==> src/rtl/adc_capture_sequencer.sv <==
// adc_capture_sequencer: run controller for the ADC trigger/capture core (arm, count bursts, hold-off, stop).
// Latency: every output is registered and reflects the causing input one clock edge later.
// Backpressure: none; the ADC stream handshake is only observed, never stalled.
// Optional feature: define ADC_SEQ_TIMEOUT_EN to build the ARMED timeout (otherwise o_timed_out is tied 0).
// Ports: i_aclk/i_areset (sync, active-high); i_start/i_abort run control; i_burst_count, i_holdoff_cycles,
//        i_timeout_cycles run config (sampled on accepted start); i_adc_tvalid/i_adc_tlast observed stream;
//        o_nreset_trigger/o_nreset_max_sum to the core; o_busy/o_done/o_timed_out/o_aborted status;
//        o_bursts_done/o_words_seen run counters; o_state (IDLE=0 CLEAR=1 ARMED=2 CAPTURE=3 HOLDOFF=4 DONE=5).
module adc_capture_sequencer #(
   parameter int CLEAR_CYCLES = 2,
   parameter int CNT_WIDTH    = 32
) (
   input  logic                 i_aclk,
   input  logic                 i_areset,
   input  logic                 i_start,
   input  logic                 i_abort,
   input  logic [15:0]          i_burst_count,
   input  logic [CNT_WIDTH-1:0] i_holdoff_cycles,
   input  logic [CNT_WIDTH-1:0] i_timeout_cycles,
   input  logic                 i_adc_tvalid,
   input  logic                 i_adc_tlast,
   output logic                 o_nreset_trigger,
   output logic                 o_nreset_max_sum,
   output logic                 o_busy,
   output logic                 o_done,
   output logic                 o_timed_out,
   output logic                 o_aborted,
   output logic [15:0]          o_bursts_done,
   output logic [CNT_WIDTH-1:0] o_words_seen,
   output logic [2:0]           o_state
);

   typedef enum logic [2:0] {
      S_IDLE    = 3'd0,
      S_CLEAR   = 3'd1,
      S_ARMED   = 3'd2,
      S_CAPTURE = 3'd3,
      S_HOLDOFF = 3'd4,
      S_DONE    = 3'd5
   } state_t;

   state_t               r_state;
   state_t               w_next;
   // One phase counter shared by CLEAR, ARMED (timeout) and HOLDOFF; cleared on every state change.
   logic [CNT_WIDTH-1:0] r_cnt;
   logic [CNT_WIDTH-1:0] r_holdoff;
   logic [15:0]          r_burst_count;
   logic [15:0]          r_bursts_done;
   logic [CNT_WIDTH-1:0] r_words;
   logic                 r_nrst_trig;
   logic                 r_nrst_max;
   logic                 r_busy;
   logic                 r_done;
   logic                 r_aborted;

   logic w_busy_st;
   logic w_accept;
   logic w_beat;
   logic w_burst_end;
   logic w_last_burst;
   logic w_clear_end;
   logic w_holdoff_end;
   logic w_timeout;

   assign w_busy_st     = (r_state == S_CLEAR) || (r_state == S_ARMED) ||
                          (r_state == S_CAPTURE) || (r_state == S_HOLDOFF);
   // Abort outranks start even when there is no run to abort.
   assign w_accept      = ((r_state == S_IDLE) || (r_state == S_DONE)) && i_start && !i_abort;
   assign w_beat        = ((r_state == S_ARMED) || (r_state == S_CAPTURE) || (r_state == S_HOLDOFF)) &&
                          i_adc_tvalid && !i_abort;
   // A tvalid&tlast beat in ARMED is a complete single-beat packet.
   assign w_burst_end   = ((r_state == S_ARMED) || (r_state == S_CAPTURE)) &&
                          i_adc_tvalid && i_adc_tlast && !i_abort;
   assign w_last_burst  = (r_burst_count != 16'd0) && ((r_bursts_done + 16'd1) == r_burst_count);
   assign w_clear_end   = (r_cnt == CNT_WIDTH'(CLEAR_CYCLES - 1));
   assign w_holdoff_end = (r_cnt == (r_holdoff - CNT_WIDTH'(1)));

`ifdef ADC_SEQ_TIMEOUT_EN
   logic [CNT_WIDTH-1:0] r_timeout;
   logic                 r_timed_out;
   // ARMED lasts exactly r_timeout cycles before giving up.
   assign w_timeout   = (r_state == S_ARMED) && (r_timeout != '0) &&
                        (r_cnt == (r_timeout - CNT_WIDTH'(1)));
   assign o_timed_out = r_timed_out;
`else
   logic w_unused_timeout;
   assign w_unused_timeout = ^i_timeout_cycles;
   assign w_timeout        = 1'b0;
   assign o_timed_out      = 1'b0;
`endif

   always_comb begin
      w_next = r_state;
      case (r_state)
         S_IDLE, S_DONE: begin
            if (w_accept) w_next = S_CLEAR;
         end
         S_CLEAR: begin
            if (i_abort)          w_next = S_DONE;
            else if (w_clear_end) w_next = S_ARMED;
         end
         S_ARMED: begin
            if (i_abort)               w_next = S_DONE;
            else if (w_burst_end)      w_next = w_last_burst ? S_DONE : S_HOLDOFF;
            else if (i_adc_tvalid)     w_next = S_CAPTURE;
            else if (w_timeout)        w_next = S_DONE;
         end
         S_CAPTURE: begin
            if (i_abort)          w_next = S_DONE;
            else if (w_burst_end) w_next = w_last_burst ? S_DONE : S_HOLDOFF;
         end
         S_HOLDOFF: begin
            if (i_abort)            w_next = S_DONE;
            else if (w_holdoff_end) w_next = S_ARMED;
         end
         default: w_next = S_IDLE;
      endcase
   end

   always_ff @(posedge i_aclk) begin
      if (i_areset) begin
         r_state       <= S_IDLE;
         r_cnt         <= '0;
         r_holdoff     <= CNT_WIDTH'(1);
         r_burst_count <= '0;
         r_bursts_done <= '0;
         r_words       <= '0;
         r_nrst_trig   <= 1'b0;
         r_nrst_max    <= 1'b1;
         r_busy        <= 1'b0;
         r_done        <= 1'b0;
         r_aborted     <= 1'b0;
`ifdef ADC_SEQ_TIMEOUT_EN
         r_timeout     <= '0;
         r_timed_out   <= 1'b0;
`endif
      end else begin
         r_state     <= w_next;
         // Outputs are decoded from the next state so they line up with r_state.
         r_nrst_trig <= (w_next == S_ARMED) || (w_next == S_CAPTURE);
         r_nrst_max  <= (w_next != S_CLEAR);
         r_busy      <= (w_next == S_CLEAR) || (w_next == S_ARMED) ||
                        (w_next == S_CAPTURE) || (w_next == S_HOLDOFF);
         r_done      <= (w_next == S_DONE);

         if (w_next != r_state) r_cnt <= '0;
         else if (w_busy_st)    r_cnt <= r_cnt + CNT_WIDTH'(1);

         if (w_accept) begin
            r_burst_count <= i_burst_count;
            r_holdoff     <= (i_holdoff_cycles == '0) ? CNT_WIDTH'(1) : i_holdoff_cycles;
            r_bursts_done <= '0;
            r_words       <= '0;
            r_aborted     <= 1'b0;
`ifdef ADC_SEQ_TIMEOUT_EN
            r_timeout     <= i_timeout_cycles;
            r_timed_out   <= 1'b0;
`endif
         end else begin
            if (w_beat && (r_words != '1)) r_words <= r_words + CNT_WIDTH'(1);
            if (w_burst_end)               r_bursts_done <= r_bursts_done + 16'd1;
            if (w_busy_st && i_abort)      r_aborted <= 1'b1;
`ifdef ADC_SEQ_TIMEOUT_EN
            if (w_timeout && !i_adc_tvalid && !i_abort) r_timed_out <= 1'b1;
`endif
         end
      end
   end

   assign o_nreset_trigger = r_nrst_trig;
   assign o_nreset_max_sum = r_nrst_max;
   assign o_busy           = r_busy;
   assign o_done           = r_done;
   assign o_aborted        = r_aborted;
   assign o_bursts_done    = r_bursts_done;
   assign o_words_seen     = r_words;
   assign o_state          = r_state;

endmodule

==> config.mk <==
export PLATFORM = sky130hd
export DESIGN_NAME = adc_capture_sequencer
export DESIGN_NICKNAME = d
export VERILOG_FILES = /design/src/rtl/adc_capture_sequencer.sv
export SDC_FILE = /design/constraint.sdc
export NUM_CORES = 1
export LEC_CHECK = 0
export ABC_AREA = 1
export CAP_MARGIN = 30
export CORE_ASPECT_RATIO = 1.4
export CORE_MARGIN = 10
export CORE_UTILIZATION = 54
export DETAILED_ROUTE_END_ITERATION = 8
export PLACE_DENSITY = 0.82
export SLEW_MARGIN = 25
export SYNTH_ARGS = -nofsm -noshare
export SYNTH_HDL_FRONTEND = slang
export SYNTH_SLANG_ARGS = --single-unit
==> constraint.sdc <==
create_clock -name i_aclk -period 3 [get_ports i_aclk]
set_input_delay 0.9 -clock i_aclk [delete_from_list [all_inputs] [get_ports i_aclk]]
set_output_delay 0.9 -clock i_aclk [all_outputs]
set_load 0.005 [all_outputs]
==> run metrics <==
Critical R2R Launch r_holdoff[0]$_SDFFE_PP1P_; Seq cells post-synth between 100 and 150; max cap viols 0; worst reg-to-reg path cell count 18; number of port buffers 109; Primary FF master, synth dfxtp_1; flop-to-flop setup slack 0.31 ns; IO Count 143; Yosys warnings 0; Initial Util 0.5532; unrepaired setup endpoints after global routing no; total gr overflow 0; simple-gate portion of the synthesized area 0.3827; Mapped Area 8063 µm²; # setup viols final 0; first-pass GRT wire length between 30000 and 40000 µm; Final Hold Fails 0; CP endpoint kind flop; CTS tree built; initial antenna violation count 0; chip width 123.3 µm; CP Launch Type flop; Root Driver clkbuf_16; All-Layer GR Usage 0.2333; commonest non-fill, non-tap cell in the layout nand2_1; Setup TNS Final 0 ns; Avg Inst Size Synth roughly 6.6 µm²; core box area 14570 µm²; Area contributors post-synth dfxtp_1, nand2_1, inv_1, nor2_1, xor2_1; Tcrit/Tclk final 0.8950; fmax 0.3724 GHz; first-pass detailed-route iteration total 7; TritonCTS Buffers 17; final net count 1440; most frequent cells in the layout nand2_1, inv_1, nor2_1; Hold Path Cell Cnt 2; H-Tree Depth 4; number of flops mapped to enable cells by yosys 0; Clock Latency Late Sink 0.43 ns; DR DRC count 0; Worst Hold Endpoint o_aborted$_SDFFE_PP0P_; die footprint 20290 µm²; worst slew pin tran ~0.91 ns; post-synthesis mux area share 0; fin crit period 2.685 ns; Clock Path Buffers 2; Antenna Nets Post-Route 0; Crit Path Category flop to flop; sequential fraction of the synthesis area 0.3377; Initial DRC Count 512; static leakage 0.004170 µW; synthesized instance count 1219; ant diodes 0; share of post-route cells with drive strength above 1 0.09912; total power 5183 µW; Sequential Area 2723 µm²; Post-DP HPWL approximately 18000 µm; Worst Hold Class flop to flop; CP required 3.31 ns; Net Count, Synth about 1.3k; top-area cell type share of the netlist area 0.3377; max_slew headroom 0.3861; Distinct cells, synth 50; biggest area consumer among synthesized cells dfxtp_1; PwrDens 509.4 nW/µm²; Cell Count Post-Placement 1518; DR vias 8335; Async S/R FF share, synth 0; Synth Area in XOR/XNOR 0.07557; Max Clock Skew 0.01209 ns; compound-cell area share of the yosys netlist 0.1035; via/cell ratio around 5.4; WL/cell 14.74 µm; Die Y between 150 and 200 µm; drt total wl 22870 µm; worst-path fanout max 15; min-delay src o_aborted$_SDFFE_PP0P_; area of the multi-input gates 4606 µm²; row count 52; largest net degree at the start of global routing between 40 and 50; Worst R2R End r_cnt[22]$_SDFFE_PP0N_; Peak supply drop ~0.00034 V; Post-Synth Adder-Cell Area 0.007759; final std cells w/o fill between 1.5k and 2k; Fillers 1237; final count of pins violating max slew 0; clk sinks 136; outcome finished clean; main combinational cell family by area after synthesis simple AND/OR/NAND/NOR gates; vias in the first global route 8390; Final GP Congestion 0.9572; WP data arrival 3.00 ns; P&R area growth vs syn 26.21%; Worst-path clk slew about 0.060 ns
==> cells in the mapped netlist, types with 3 or more instances <==
cell / count
a211oi_1: 5
nor4_1: 16
inv_2: 5
nand3b_1: 6
nand2_1: 299
buf_2: 3
nand3_1: 69
xnor2_1: 18
nand3_2: 3
a21oi_1: 43
o21ai_0: 68
or2_2: 6
nor2_1: 142
clkbuf_1: 17
o22ai_1: 12
nor2_2: 41
inv_1: 159
nor2_4: 4
nand2_2: 5
buf_6: 3
ha_1: 5
a22o_1: 7
nor3_1: 30
dfxtp_1: 136
xor2_1: 49
nand4_1: 38
==> timing repair <==
action | in CTS | in global routing
hold buffers | 0 | 0
setup endpoints to repair | 0 | 32
setup buffers | 0 | 1
resized for setup | 0 | 0
==> how the worst max path moves through the flow <==
stage	start	endpoint	slack, ns
global placement	i_adc_tvalid	r_cnt[26]$_SDFFE_PP0N_	-0.03
finish	r_holdoff[0]$_SDFFE_PP1P_	r_cnt[22]$_SDFFE_PP0N_	0.31
detailed placement	i_adc_tvalid	r_cnt[0]$_SDFFE_PP0N_	-0.1
floorplan	i_adc_tvalid	r_cnt[28]$_SDFFE_PP0N_	0.67
global route	r_holdoff[0]$_SDFFE_PP1P_	r_cnt[22]$_SDFFE_PP0N_	0.004
CTS	r_holdoff[0]$_SDFFE_PP1P_	r_cnt[22]$_SDFFE_PP0N_	0.26
==> final cells by class <==
| type | instances | share of cell area |
|---|---|---|
| clock buffers | 20 | 0.04390 |
| clock inverters | 12 | 0.01943 |
| inverters | 164 | 0.06049 |
| multi-input cells | 893 | 0.4526 |
| flip-flops and latches | 136 | 0.2676 |
| well taps | 189 | 0.02324 |
| repair buffers | 137 | 0.1328 |
==> per-layer routing <==
| metal | global-route usage | wire length [µm] | vias up |
|---|---|---|---|
| met3 | 0.06015 | 1274 | 94 |
| met5 | 0 | 0 | - |
| met1 | 0.2366 | 8698 | 3787 |
| met2 | 0.4172 | 11860 | 245 |
| li1 | - | - | 4209 |
| met4 | 0.1391 | 1036 | 0 |
==> power breakdown <==
part | internal [µW] | total (µW) | switching [µW] | leakage (µW)
Combinational | 377 | 928 | 551 | 0.00276
Clock | 1490 | 2300 | 806 | 0.000310
Sequential | 1880 | 1960 | 79.7 | 0.00110
==> flip-flops by register name, indices dropped and copies added, names as in the netlist <==
name              flops
o_state               3
o_nreset_max_sum      1
o_nreset_trigger      1
o_bursts_done        16
r_cnt                32
o_done                1
r_burst_count        16
o_aborted             1
r_holdoff            32
o_busy                1
o_words_seen         32
==> kinds of logic after synthesis <==
group | count (synthesis)
AND/OR/NAND/NOR | 671
buffers and inverters | 190
AO/OA/AOI/OAI | 148
flip-flops | 136
XOR/XNOR | 68
adder cells (fa/ha/maj) | 5
other | 1
==> metrics by stage <==
stage	utilization	hold slack (ns)	setup WS [ns]	instance area, µm²
5_1_grt	0.6982	0.5190	0.003704	10180
6_report	0.6982	0.4923	0.3149	10180
4_1_cts	0.6977	0.4932	0.2605	10170
3_3_place_gp	0.6535	0.4618	-0.02795	9524
2_1_floorplan	-	0.4476	0.6736	8063
3_5_place_dp	0.6535	0.4755	-0.09674	9524
==> critical path: stages, from the launching register on <==
cell	delay, ns
dfxtp_1	0.35
inv_1	0.10
ha_1	0.21
nand3_2	0.17
nor2_4	0.20
nand2_1	0.14
nand2_1	0.08
nand2_1	0.05
nor2_1	0.13
nand2_1	0.09
nor2_1	0.11
nand3_1	0.09
nor2_1	0.16
nand3_1	0.11
nand2_2	0.11
nand3_2	0.10
nand4_4	0.12
buf_12	0.18
nor2_2	0.04
Power figures use the tool's default switching activity.
